### config.mk
export PLATFORM = sky130hd
export DESIGN_NAME = instr_fetch_unit_flat
export DESIGN_NICKNAME = d
export VERILOG_FILES = /design/src/rtl/cpu_pkg.sv /design/src/rtl/instr_fetch_unit_if.sv /design/src/rtl/fetch_buffer.sv /design/src/rtl/instr_fetch_unit.sv /design/src/flat_wrapper.sv
export SDC_FILE = /design/constraint.sdc
export NUM_CORES = 1
export LEC_CHECK = 0
export BUFFER_PORTS_ARGS = -buffer_cell sky130_fd_sc_hd__buf_2
export CAP_MARGIN = 10
export CORE_AREA = 2 2 102 104
export CTS_CLUSTER_SIZE = 12
export DETAILED_ROUTE_END_ITERATION = 10
export DIE_AREA = 0 0 104 106
export PLACE_DENSITY = 0.68
export SYNTH_ARGS = -nofsm -noshare
export SYNTH_HDL_FRONTEND = slang
export SYNTH_SLANG_ARGS = --single-unit
### constraint.sdc
create_clock -name clk -period 6.45 [get_ports clk]
set_input_delay 1.29 -clock clk [delete_from_list [all_inputs] [get_ports clk]]
set_output_delay 1.29 -clock clk [all_outputs]
set_load 0.05 [all_outputs]
### src/rtl/cpu_pkg.sv
// Shared CPU definitions: instruction width, halt encoding, opcode
// constants and the fetch-stage state type.
package cpu_pkg;

  localparam int unsigned INSTR_W    = 32;
  localparam logic [INSTR_W-1:0] HALT_INSTR = 32'hFFFF_FFFF;

  localparam logic [5:0] OP_J   = 6'b010100;
  localparam logic [5:0] OP_JAL = 6'b010110;

  typedef enum logic {
    RUN  = 1'b0,
    HALT = 1'b1
  } fetch_state_e;

  // Major opcode field of an instruction word.
  function automatic logic [5:0] opcode_of(input logic [INSTR_W-1:0] instr);
    return instr[31:26];
  endfunction

endpackage

### src/rtl/instr_fetch_unit_if.sv
// Fetch-stage bus bundle: instruction memory request/return, redirect
// input from later stages, and the valid/ready output to decode.
interface instr_fetch_unit_if #(
  parameter int unsigned ADDR_W = 10
);
  import cpu_pkg::*;

  logic               imem_en;
  logic [ADDR_W-1:0]  imem_addr;
  logic [INSTR_W-1:0] imem_rdata;
  logic               redirect_vld;
  logic [ADDR_W-1:0]  redirect_pc;
  logic               out_valid;
  logic               out_ready;
  logic [INSTR_W-1:0] out_instr;
  logic [ADDR_W-1:0]  out_pc;
  logic               halted;

  modport master (
    output imem_en, imem_addr, out_valid, out_instr, out_pc, halted,
    input  imem_rdata, redirect_vld, redirect_pc, out_ready
  );

  modport slave (
    input  imem_en, imem_addr, out_valid, out_instr, out_pc, halted,
    output imem_rdata, redirect_vld, redirect_pc, out_ready
  );

endinterface

### src/rtl/fetch_buffer.sv
// Synchronous FIFO holding fetched {instr, pc} entries. Flush empties it;
// head is the oldest entry and is only meaningful while count != 0.
module fetch_buffer #(
  parameter int unsigned WIDTH = 42,
  parameter int unsigned DEPTH = 2,
  localparam int unsigned CNT_W = $clog2(DEPTH + 1),
  localparam int unsigned PTR_W = $clog2(DEPTH)
) (
  input  logic             clk,
  input  logic             rst_n,
  input  logic             flush,
  input  logic             push,
  input  logic             pop,
  input  logic [WIDTH-1:0] din,
  output logic [WIDTH-1:0] head,
  output logic [CNT_W-1:0] count
);

  logic [WIDTH-1:0] mem_q [DEPTH];
  logic [PTR_W-1:0] rd_q;
  logic [PTR_W-1:0] wr_q;
  logic [CNT_W-1:0] cnt_q;

  function automatic logic [PTR_W-1:0] ptr_inc(input logic [PTR_W-1:0] p);
    return (p == PTR_W'(DEPTH - 1)) ? '0 : p + 1'b1;
  endfunction

  // Pointer and occupancy bookkeeping; flush discards every entry.
  always_ff @(posedge clk or negedge rst_n) begin
    if (!rst_n) begin
      rd_q  <= '0;
      wr_q  <= '0;
      cnt_q <= '0;
    end else if (flush) begin
      rd_q  <= '0;
      wr_q  <= '0;
      cnt_q <= '0;
    end else begin
      if (push) wr_q <= ptr_inc(wr_q);
      if (pop)  rd_q <= ptr_inc(rd_q);
      case ({push, pop})
        2'b10:   cnt_q <= cnt_q + 1'b1;
        2'b01:   cnt_q <= cnt_q - 1'b1;
        default: cnt_q <= cnt_q;
      endcase
    end
  end

  // Entry storage; no reset needed since head is qualified by count.
  always_ff @(posedge clk) begin
    if (push && !flush) mem_q[wr_q] <= din;
  end

  assign head  = mem_q[rd_q];
  assign count = cnt_q;

endmodule

### src/rtl/instr_fetch_unit.sv
// Instruction fetch stage: owns the PC, issues word reads to a 1-cycle
// synchronous instruction memory, buffers returns with their PC and hands
// them to decode over valid/ready. Redirects flush everything not yet
// consumed. Optional halt detection is enabled by defining HALT_DETECT_EN.
module instr_fetch_unit
  import cpu_pkg::*;
#(
  parameter int unsigned       ADDR_W    = 10,
  parameter logic [ADDR_W-1:0] RESET_PC  = '0,
  parameter int unsigned       BUF_DEPTH = 2
) (
  input logic                clk,
  input logic                rst_n,
  instr_fetch_unit_if.master bus
);

  localparam int unsigned ENTRY_W = INSTR_W + ADDR_W;
  localparam int unsigned CNT_W   = $clog2(BUF_DEPTH + 1);

  fetch_state_e       state_q;
  logic [ADDR_W-1:0]  pc_q;
  logic [ADDR_W-1:0]  inflight_pc_q;
  logic               inflight_q;
  logic               drop_q;

  logic               flush;
  logic               issue;
  logic               push;
  logic               pop;
  logic               valid;
  logic               halt_now;
  logic [CNT_W-1:0]   count;
  logic [CNT_W:0]     need;
  logic [ENTRY_W-1:0] head;

  assign flush = bus.redirect_vld;
  assign valid = (count != '0);
  assign pop   = valid & bus.out_ready;

  // Slots already spoken for after this cycle's pop; an issue is allowed
  // only if its return is guaranteed a free entry.
  assign need  = {1'b0, count} + {{CNT_W{1'b0}}, inflight_q} - {{CNT_W{1'b0}}, pop};

  // rst_n gates the request so imem_en drops the moment reset asserts.
  assign issue = rst_n & (state_q == RUN) & ~flush & (need < (CNT_W + 1)'(BUF_DEPTH));
  assign push  = inflight_q & ~drop_q & ~flush;

  fetch_buffer #(
    .WIDTH (ENTRY_W),
    .DEPTH (BUF_DEPTH)
  ) u_buf (
    .clk   (clk),
    .rst_n (rst_n),
    .flush (flush),
    .push  (push),
    .pop   (pop),
    .din   ({bus.imem_rdata, inflight_pc_q}),
    .head  (head),
    .count (count)
  );

`ifdef HALT_DETECT_EN
  logic halted_q;

  assign halt_now   = inflight_q & ~drop_q & ~flush & (state_q == RUN) &
                      (bus.imem_rdata == HALT_INSTR);
  assign bus.halted = halted_q;
`else
  assign halt_now   = 1'b0;
  assign bus.halted = 1'b0;
`endif

  // PC advance, in-flight tracking and discard of stale returns.
  always_ff @(posedge clk or negedge rst_n) begin
    if (!rst_n) begin
      pc_q          <= RESET_PC;
      inflight_q    <= 1'b0;
      inflight_pc_q <= '0;
      drop_q        <= 1'b0;
    end else begin
      inflight_q <= issue;
      if (issue) inflight_pc_q <= pc_q;
      if (flush) begin
        pc_q   <= bus.redirect_pc;
        drop_q <= inflight_q;
      end else begin
        if (issue) pc_q <= pc_q + 1'b1;
        // A fetch issued alongside the halt word must not be buffered.
        drop_q <= halt_now & issue;
      end
    end
  end

  // Fetch FSM: halt word stops issuing; only a redirect restarts.
  always_ff @(posedge clk or negedge rst_n) begin
    if (!rst_n) begin
      state_q  <= RUN;
`ifdef HALT_DETECT_EN
      halted_q <= 1'b0;
`endif
    end else if (flush) begin
      state_q  <= RUN;
`ifdef HALT_DETECT_EN
      halted_q <= 1'b0;
`endif
    end else if (halt_now) begin
      state_q  <= HALT;
`ifdef HALT_DETECT_EN
      halted_q <= 1'b1;
`endif
    end
  end

  assign bus.imem_en   = issue;
  assign bus.imem_addr = pc_q;
  assign bus.out_valid = valid;
  assign bus.out_instr = valid ? head[ENTRY_W-1:ADDR_W] : '0;
  assign bus.out_pc    = valid ? head[ADDR_W-1:0]       : '0;

endmodule
### src/flat_wrapper.sv
// flat-port wrapper written by rule: the top's interface ports become plain ports
module instr_fetch_unit_flat import cpu_pkg::*;
#(
  parameter int unsigned       ADDR_W    = 10,
  parameter logic [ADDR_W-1:0] RESET_PC  = '0,
  parameter int unsigned       BUF_DEPTH = 2
)
  (clk, rst_n, bus_imem_en, bus_imem_addr, bus_out_valid, bus_out_instr, bus_out_pc, bus_halted, bus_imem_rdata, bus_redirect_vld, bus_redirect_pc, bus_out_ready);
  instr_fetch_unit_if #(.ADDR_W(ADDR_W)) bus_i ();
  input logic clk;
  input logic rst_n;
  output wire logic [$bits(bus_i.imem_en)-1:0] bus_imem_en;
  output wire logic [$bits(bus_i.imem_addr)-1:0] bus_imem_addr;
  output wire logic [$bits(bus_i.out_valid)-1:0] bus_out_valid;
  output wire logic [$bits(bus_i.out_instr)-1:0] bus_out_instr;
  output wire logic [$bits(bus_i.out_pc)-1:0] bus_out_pc;
  output wire logic [$bits(bus_i.halted)-1:0] bus_halted;
  input wire logic [$bits(bus_i.imem_rdata)-1:0] bus_imem_rdata;
  input wire logic [$bits(bus_i.redirect_vld)-1:0] bus_redirect_vld;
  input wire logic [$bits(bus_i.redirect_pc)-1:0] bus_redirect_pc;
  input wire logic [$bits(bus_i.out_ready)-1:0] bus_out_ready;
  assign bus_imem_en = bus_i.imem_en;
  assign bus_imem_addr = bus_i.imem_addr;
  assign bus_out_valid = bus_i.out_valid;
  assign bus_out_instr = bus_i.out_instr;
  assign bus_out_pc = bus_i.out_pc;
  assign bus_halted = bus_i.halted;
  assign bus_i.imem_rdata = bus_imem_rdata;
  assign bus_i.redirect_vld = bus_redirect_vld;
  assign bus_i.redirect_pc = bus_redirect_pc;
  assign bus_i.out_ready = bus_out_ready;
  instr_fetch_unit #(.ADDR_W(ADDR_W), .RESET_PC(RESET_PC), .BUF_DEPTH(BUF_DEPTH)) u_core (.clk(clk), .rst_n(rst_n), .bus(bus_i));
endmodule
==> results.py <==
metrics = {
    "logic_synthesis": {
        "synth_xor_area_frac": 0.00991,
        "synth.area.mux_share": 0.0977,
        "ys_ff_latch": 110,
        "async_flop_share": 0.236,
        "synth_top_family_by_area": "simple AND/OR/NAND/NOR gates",
        "synth_edf_count": 84,
        "synth-compound-area-share": 0.0382,
        "synth_area_mm2": 0.00442,
        "syn-num-nets": 362,
        "yosysSeqAreaShare": 0.718,
        "synth-simple-area-share": 0.102,
        "yosysWarningCount": 0,
        "netlist_instances": 313,
        "synth-main-ff-cell": "edfxtp_1",
        "syn_avg_cell_area_um2": 14.1,
        "synth_fa_ha_area_frac": 0.0102,
        "yosysUniqueCellTypes": 36,
    },
    "final_layout": {
        "drive_above_1_share": 0.304,
        "area_growth_syn_to_layout_pct": 18.7,
        "fillCellCount": 887,
        "antennaDiodeCount": 0,
        "fin_area_mm2": 0.00525,
        "final_nets": 459,
        "multi_input_area_mm2": 0.00116,
        "ff_latch_area_mm2": 0.00317,
    },
    "setup_path": {
        "r2r_end": "u_core.bus.imem_addr[8]",
        "crit_required_ns": 5.16,
        "reg2reg_slack_ns": 2.49,
        "start_kind": "register",
        "ff2ff_path_depth": 12,
        "r2r_start": "u_core.u_buf.count[1]",
        "cp-end-kind": "primary output",
        "crit_arrival_ns": 4.04,
        "critical_path_class": "reg -> out",
        "worstPathMaxFanout": 43,
    },
    "timing": {
        "period_share": 0.826,
        "finalHoldViolations": 0,
        "finalClockSkew_ns": 0.0153,
        "finalSetupTns_ns": 0,
        "tightestPinTransition_ns": 1.01,
        "drv_slew": 0,
        "max_freq_mhz": 188,
        "setup_violations": 0,
        "layout_min_cycle_time_ns": 5.33,
        "slew_headroom": 0.326,
        "setup_slack_ns": 1.12,
        "rsz0062_at_grt": "false",
    },
    "floorplan": {
        "rows": 37,
        "core_area_mm2": 0.0100,
        "dieWidth_um": 104,
        "die_y_um": 106,
        "start_util": 0.442,
        "die_area_mm2": 0.0110,
        "ioPinCount": 101,
    },
    "clock_network": {
        "cts_hold_buf": 0,
        "postCtsResizedCells": 0,
        "post_cts_buffers": 0,
        "cts_tree": "yes",
        "h-tree-depth": 3,
        "numCtsBuffers": 9,
        "clk_pin_slew_ns": 0.11,
        "cts.sinks": 110,
        "clock-root-buffer": "clkbuf_8",
        "cts.path.max_buffers": 2,
        "clk_latency_ns": 0.36,
    },
    "route": {
        "drt_iter0_markers": 149,
        "vias": 2750,
        "post_drt_wl_per_cell_um": 15.0,
        "drt-pass1-iter-count": 6,
        "antenna_left": 0,
        "routed_wl_um": 8240,
        "drc": 0,
        "via_per_inst": 4.99,
    },
    "power_and_ir_drop": {
        "p_leak_nw": 2.08,
        "ir_worst_vdd_mv": 0.141,
        "p_per_area_mw_per_mm2": 278,
    },
    "outcome": {
        "status": "finished, final reports clean",
    },
    "place": {
        "pre_cts_ws_ns": 1.25,
        "place.gp.congestion": 0.868,
        "portBuffers": 99,
        "dpl_cell_area_mm2": 0.00504,
        "hpwl_um": 5420,
    },
    "grt": {
        "track_usage": 0.152,
        "grt_start_max_net_pins": 44,
        "grt_pass1_vias": 2634,
        "antenna_found_initial": 0,
        "grt_pass1_wl_um": 13300,
        "grt_overflow": 0,
    },
    "hold_path": {
        "min_to": "u_core.u_buf.mem_q[1][2]",
        "hold_class": "reg -> reg",
        "whs_path_depth": 0,
        "worstHoldStart": "u_core.inflight_pc_q[2]",
    },
    "job": {
        "maxCapViolCount": 0,
    },
}
through the flow:
step / std cells / hold slack [ns] / power [W] / utilization
2_1_floorplan: 313 / 0.442 / 0.000998 / -
3_3_place_gp: 535 / 0.456 / 0.00106 / 0.504
3_5_place_dp: 535 / 0.460 / 0.00106 / 0.504
4_1_cts: 551 / 0.482 / 0.00147 / 0.525
5_1_grt: 551 / 0.499 / 0.00152 / 0.525
6_report: 551 / 0.478 / 0.00146 / 0.525
per-layer routing:
layer | wire length, um | global-route usage | part of all wire | vias up
met5 | 0 | 0 | 0 | -
met4 | 64 | 0.0550 | 0.0078 | 0
met3 | 323 | 0.0264 | 0.039 | 6
met2 | 4130 | 0.243 | 0.50 | 76
met1 | 3720 | 0.212 | 0.45 | 1353
li1 | - | - | - | 1315
final cells by class:
type	instances	area share
well taps	136	0.0324
inverters	6	0.00429
clock inverters	6	0.0105
multi-input cells	181	0.221
clock buffers	10	0.0284
repair buffers	102	0.0987
flip-flops and latches	110	0.605
flip-flops by register name (all words and copies together), names as in the netlist:
register and cells:
u_core.u_buf.rd_q 1, u_core.u_buf.mem_q 84, u_core.u_buf.count 2, u_core.inflight_pc_q 10, u_core.inflight_q 1, u_core.drop_q 1, u_core.u_buf.wr_q 1, u_core.bus.imem_addr 10
synth_stat cells, drive strengths merged (2+ instances only):
cell type / instances / area (um^2)
buf: 9 / 53.8
nand4: 2 / 12.5
dfrtp: 26 / 651
xnor2: 3 / 26.3
nand2: 36 / 135
nor4: 4 / 37.5
mux2i: 42 / 420
a221o: 4 / 40.0
clkbuf: 7 / 26.3
nor2b: 3 / 18.8
edfxtp: 84 / 2520
inv: 6 / 22.5
ha: 2 / 25.0
nand3: 2 / 10.0
nor2: 51 / 191
xor2: 2 / 17.5
o311ai: 6 / 52.6
o21ai: 11 / 55.1
how the worst max path moves through the flow:
stage / slack (ns) / from / to / cells after the start
global placement: 1.33 / bus_out_ready / bus_imem_en / 9
CTS: 1.07 / u_core.u_buf.count[1] / bus_imem_en / 11
floorplan: 0.14 / bus_redirect_vld / u_core.u_buf.mem_q[0][0] / 3
detailed placement: 1.25 / bus_out_ready / bus_imem_en / 9
finish: 1.12 / u_core.u_buf.count[1] / bus_imem_en / 11
global route: 0.81 / u_core.u_buf.count[1] / bus_imem_en / 11
cell families after synthesis:
family | Yosys count
DFF | 110
buffers and inverters | 22
other | 1
xor gates and xnor gates | 5
muxes | 43
and+or+nand+nor | 105
adders and majority gates | 3
AOI/OAI and AO/OA | 24
cells in the final DEF, fill, tap and decap left out, types with 3 or more instances in the layout:
master / count
dfrtp_1: 25
nor2_1: 50
mux2i_1: 42
edfxtp_1: 84
o311ai_1: 3
nor2b_1: 3
buf_2: 99
a221o_1: 4
clkbuf_8: 9
inv_6: 3
o21ai_0: 11
inv_1: 5
nor4_2: 3
xnor2_1: 3
o311ai_0: 3
nand2_1: 36
buf_4: 3
worst max-delay path, stage by stage (launching register included):
cell,delay [ns]
dfrtp_1,0.50
nor2_4,0.11
buf_4,0.39
inv_1,0.12
and2_1,0.21
ha_1,0.26
nand2b_1,0.15
fa_1,0.49
nand2_1,0.10
or3_1,0.69
inv_2,0.34
buf_2,0.32
where the power goes:
group | switching [W] | internal [W]
combinational | 0.000148 | 0.0000578
sequential | 0.0000306 | 0.000808
clock | 0.000239 | 0.000174
(Power assumes the default switching activity.)
